### src/rtl/serial_add_ctrl.sv
// Bit-serial adder: one full_adder cell is reused WIDTH times, LSB first,
// with the carry held in a flop between bit slices.

module full_adder (
    input  logic a,
    input  logic b,
    input  logic cin,
    output logic sum,
    output logic cout
);
    assign sum  = a ^ b ^ cin;
    assign cout = (a & b) | (cin & (a ^ b));
endmodule

module serial_add_ctrl #(
    parameter int WIDTH = 8,
    parameter int CNT_W = 5
) (
    input  logic             clk,
    input  logic             rst,
    input  logic             start,
    input  logic [WIDTH-1:0] a,
    input  logic [WIDTH-1:0] b,
    input  logic             cin,
    output logic             busy,
    output logic             done,
    output logic [WIDTH-1:0] sum,
    output logic             cout
);
    typedef enum logic [1:0] {IDLE, RUN, DONE} state_t;

    state_t           state;
    state_t           state_nxt;
    logic [WIDTH-1:0] a_sh;
    logic [WIDTH-1:0] b_sh;
    logic             carry;
    logic [CNT_W-1:0] cnt;
    logic             fa_sum;
    logic             fa_cout;
    logic             load;
    logic             shift;
    logic             last;
    logic             busy_nxt;
    logic             done_nxt;

    full_adder u_fa (
        .a    (a_sh[0]),
        .b    (b_sh[0]),
        .cin  (carry),
        .sum  (fa_sum),
        .cout (fa_cout)
    );

    assign last = (cnt == CNT_W'(WIDTH - 1));

    always_comb begin
        state_nxt = state;
        load      = 1'b0;
        shift     = 1'b0;
        busy_nxt  = 1'b0;
        done_nxt  = 1'b0;
        case (state)
            IDLE: begin
                if (start) begin
                    load      = 1'b1;
                    busy_nxt  = 1'b1;
                    state_nxt = RUN;
                end
            end
            RUN: begin
                shift = 1'b1;
                if (last) begin
                    done_nxt  = 1'b1;
                    state_nxt = DONE;
                end else begin
                    busy_nxt = 1'b1;
                end
            end
            DONE:    state_nxt = IDLE;
            default: state_nxt = IDLE;
        endcase
    end

    always_ff @(posedge clk or posedge rst) begin
        if (rst) begin
            state <= IDLE;
            busy  <= 1'b0;
            done  <= 1'b0;
        end else begin
            state <= state_nxt;
            busy  <= busy_nxt;
            done  <= done_nxt;
        end
    end

    // Counter returns to 0 on the final slice so it never reaches WIDTH.
    always_ff @(posedge clk or posedge rst) begin
        if (rst) begin
            a_sh  <= '0;
            b_sh  <= '0;
            carry <= 1'b0;
            cnt   <= '0;
            sum   <= '0;
            cout  <= 1'b0;
        end else if (load) begin
            a_sh  <= a;
            b_sh  <= b;
            carry <= cin;
            cnt   <= '0;
        end else if (shift) begin
            a_sh  <= a_sh >> 1;
            b_sh  <= b_sh >> 1;
            carry <= fa_cout;
            sum   <= {fa_sum, sum[WIDTH-1:1]};
            if (last) begin
                cout <= fa_cout;
                cnt  <= '0;
            end else begin
                cnt <= cnt + CNT_W'(1);
            end
        end
    end
endmodule

### config.mk
export PLATFORM = sky130hd
export DESIGN_NAME = serial_add_ctrl
export DESIGN_NICKNAME = d
export VERILOG_FILES = /design/src/rtl/serial_add_ctrl.sv
export SDC_FILE = /design/constraint.sdc
export NUM_CORES = 1
export LEC_CHECK = 0
export CAP_MARGIN = 15
export CORE_ASPECT_RATIO = 1.5
export CORE_MARGIN = 8
export CORE_UTILIZATION = 53
export DETAILED_ROUTE_END_ITERATION = 8
export PLACE_DENSITY = 0.82
export SLEW_MARGIN = 20
export SYNTH_ARGS = -nofsm -noshare
export SYNTH_HDL_FRONTEND = slang
export SYNTH_SLANG_ARGS = --single-unit
### constraint.sdc
create_clock -name clk -period 4.4 [get_ports clk]
set_clock_uncertainty 0.2 [all_clocks]
set_input_delay 0.88 -clock clk [delete_from_list [all_inputs] [get_ports clk]]
set_output_delay 0.88 -clock clk [all_outputs]
set_load 0.05 [all_outputs]
==> impl_metrics.toml <==
[status]
status = "finished, final reports clean"

[global_route]
antenna_found_initial = 0
gr-total-overflow = 0
grt_pass1_vias = 1193
grt_pass1_wl_um = 5090
grt_max_degree = 36
grt.total_usage = 0.138

[power_and_ir_drop]
p_comb_frac = 0.412
sw_frac_of_total = 0.406
power_w = 0.00133
internal_power_w = 0.000792
powerDensity_nw_per_um2 = 706
p_leak_nw = 0.913
switchingPower_w = 0.000541
seq_power_share = 0.399
peakVddDrop_uv = 472
clkPwrFrac = 0.189

[floorplan]
ios = 31
num_rows = 23
dieArea_sq_um = 4780
coreArea_sq_um = 2680
start_util = 0.554
die-height_um = 80.8
die_width_um = 59.2

[worst_setup_path]
r2r-start = "state[0]$_DFFE_PP0P_"
worstPathMaxFanout = 3
path_class = "reg -> out"
required_ns = 3.32
endpoint_kind = "output pin"
cp_num_buf_inv = 1
cpPeakStageDelay_ns = 0.83
r2r_slack_ns = 2.48
startpoint_type = "register"
cp.depth = 1
crit_path_top_delay_cell = "clkdlybuf4s50_1"
cp_top_family = "buffers and inverters"
r2r.worst_path.cells = 4
rr_endpoint = "a_sh[1]$_DFFE_PP0P_"
crit_chain = "clkdlybuf4s50_1"
crit_arrival_ns = 1.49

[timing]
period_needed_ns = 2.57
fin_crit_sh = 0.585
tns_ns = 0
setup_violations = 0
max_freq_mhz = 389
relSlewSlack = 0.299
rsz0062_at_grt = "false"
worst-slew-pin-transition_ns = 1.05
slew_viol_final = 0
holdWs_ns = 0.282
hold_viol = 0

[cts]
clock_path_buffers = 2
cts_buffers = 5
clk_latency_ns = 0.28
clk_pin_slew_worst_paths_ns = 0.07
hold_buffers = 0
tritoncts = "built"
root_buffer = "clkbuf_8"
htreeDepth = 2
clkSinkCount = 35
cts_resized = 0
cts_setup_buffers = 0

[placement]
placed_area_sq_um = 1790
place_hpwl_um = 2180
dp_cells = 204
place_congestion = 0.750
port_buffers = 30

[synthesis]
yosysTopAreaCell = "dfrtp_1"
yosys.area.top_type_share = 0.591
yosysMostFrequentCell = "nand2_1"
synth.area.top_cells = "dfrtp_1 59%, nand2_1 15%, a22oi_1 7.6%, buf_4 2.0%, nand2b_1 1.7%"
ys_seq_elements = 35
synth-edff-count = 0
syn_area_sq_um = 1480
synth_cell_type_count = 26
seq_area_frac_synth = 0.591
syn-num-nets = 164
synthCells = 142
async_reset_ff_frac = 1.00
synth_warnings = 0
synth.avg_cell_area_sq_um = 10.4
yosys-top-cells-count = "58 x nand2_1, 35 x dfrtp_1, 15 x a22oi_1"
synth_ff_type = "dfrtp_1"

[detailed_routing]
drc = 0
num_vias = 1110
wirelength_um = 3040
drt_iter0_markers = 35
wl_per_cell_um = 14.3
viasPerCell = 5.24
firstDrtPassIters = 4
ant_nets = 0

[final_layout]
final_cells = 212
final_area_sq_um = 1890
drive_gt1_frac = 0.0743
insertedDiodeCount = 0
area_growth_pct = 27.5
nNetsFinal = 196
fill_cells = 219

[worst_hold_path]
hold_depth = 2
hp-class = "reg -> reg"
min-delay-start = "b_sh[1]$_DFFE_PP0P_"
min_delay_worst_endpoint = "b_sh[1]$_DFFE_PP0P_"

[job]
max_cap_violations = 0
layout make-up:
| cell class | count | area, sq um | share of cell area |
|---|---|---|---|
| well taps | 37 | 46.3 | 0.0245 |
| repair buffers | 33 | 323 | 0.171 |
| clock buffers | 8 | 100 | 0.0530 |
| flip-flops and latches | 35 | 876 | 0.464 |
| multi-input cells | 98 | 541 | 0.286 |
| inverters | 1 | 3.75 | 0.00199 |
how the worst max path moves through the flow:
stage | endpoint | start
6_report | sum[7] | sum[7]$_DFFE_PP0N_
5_1_grt | b_sh[1]$_DFFE_PP0P_ | start
4_1_cts | sum[7] | sum[7]$_DFFE_PP0N_
3_5_place_dp | cnt[4]$_DFFE_PP0P_ | start
3_3_place_gp | cnt[4]$_DFFE_PP0P_ | start
2_1_floorplan | a_sh[0]$_DFFE_PP0P_ | rst
state kept, by name, summed over array words and instances, names as in the netlist:
name   flops
done       1
cnt        5
carry      1
a_sh       8
cout       1
busy       1
b_sh       8
state      2
sum        8
cells by family after synthesis:
group	Yosys count	synth area share
compound gates	23	0.113
xor+xnor	1	0.00591
fa+ha+maj	2	0.0220
buf+inv	9	0.0439
flops	35	0.591
mux	2	0.0169
simple gates	70	0.207
cell usage in the layout (no fill, tap or decap), drive strengths merged, types with 2 or more instances in the layout:
master	instances
buf	3
clkdlybuf4s50	30
clkbuf	8
nor2	2
a22oi	15
nand2b	4
o21ai	4
nand2	58
dfrtp	35
nor3b	2
a22o	2
per-stage QoR:
stage                     setup WS [ns]  utilization
after floorplan                    2.54            -
after global placement             1.65        0.669
after CTS                          1.81        0.706
after global routing               1.75        0.706
final                              1.83        0.706
after detailed placement           1.60        0.669
power groups by stage:
stage	clock network [W]	logic, W	registers (W)
final	0.000252	0.000550	0.000533
after global routing	0.000271	0.000604	0.000548
after CTS	0.000257	0.000559	0.000533
after detailed placement	0	0.000556	0.000538
after global placement	0	0.000537	0.000530
after floorplan	0	0.000281	0.000659
routing by layer:
metal | track usage | routed length [um] | part of all wire | up-vias
li1 | - | - | - | 533
met3 | 0.0395 | 144 | 0.047 | 8
met1 | 0.149 | 1230 | 0.41 | 540
met5 | 0 | 0 | 0 | -
met2 | 0.237 | 1570 | 0.52 | 29
met4 | 0.0745 | 90 | 0.030 | 0
Note: power is estimated with default switching activity, not from simulation.
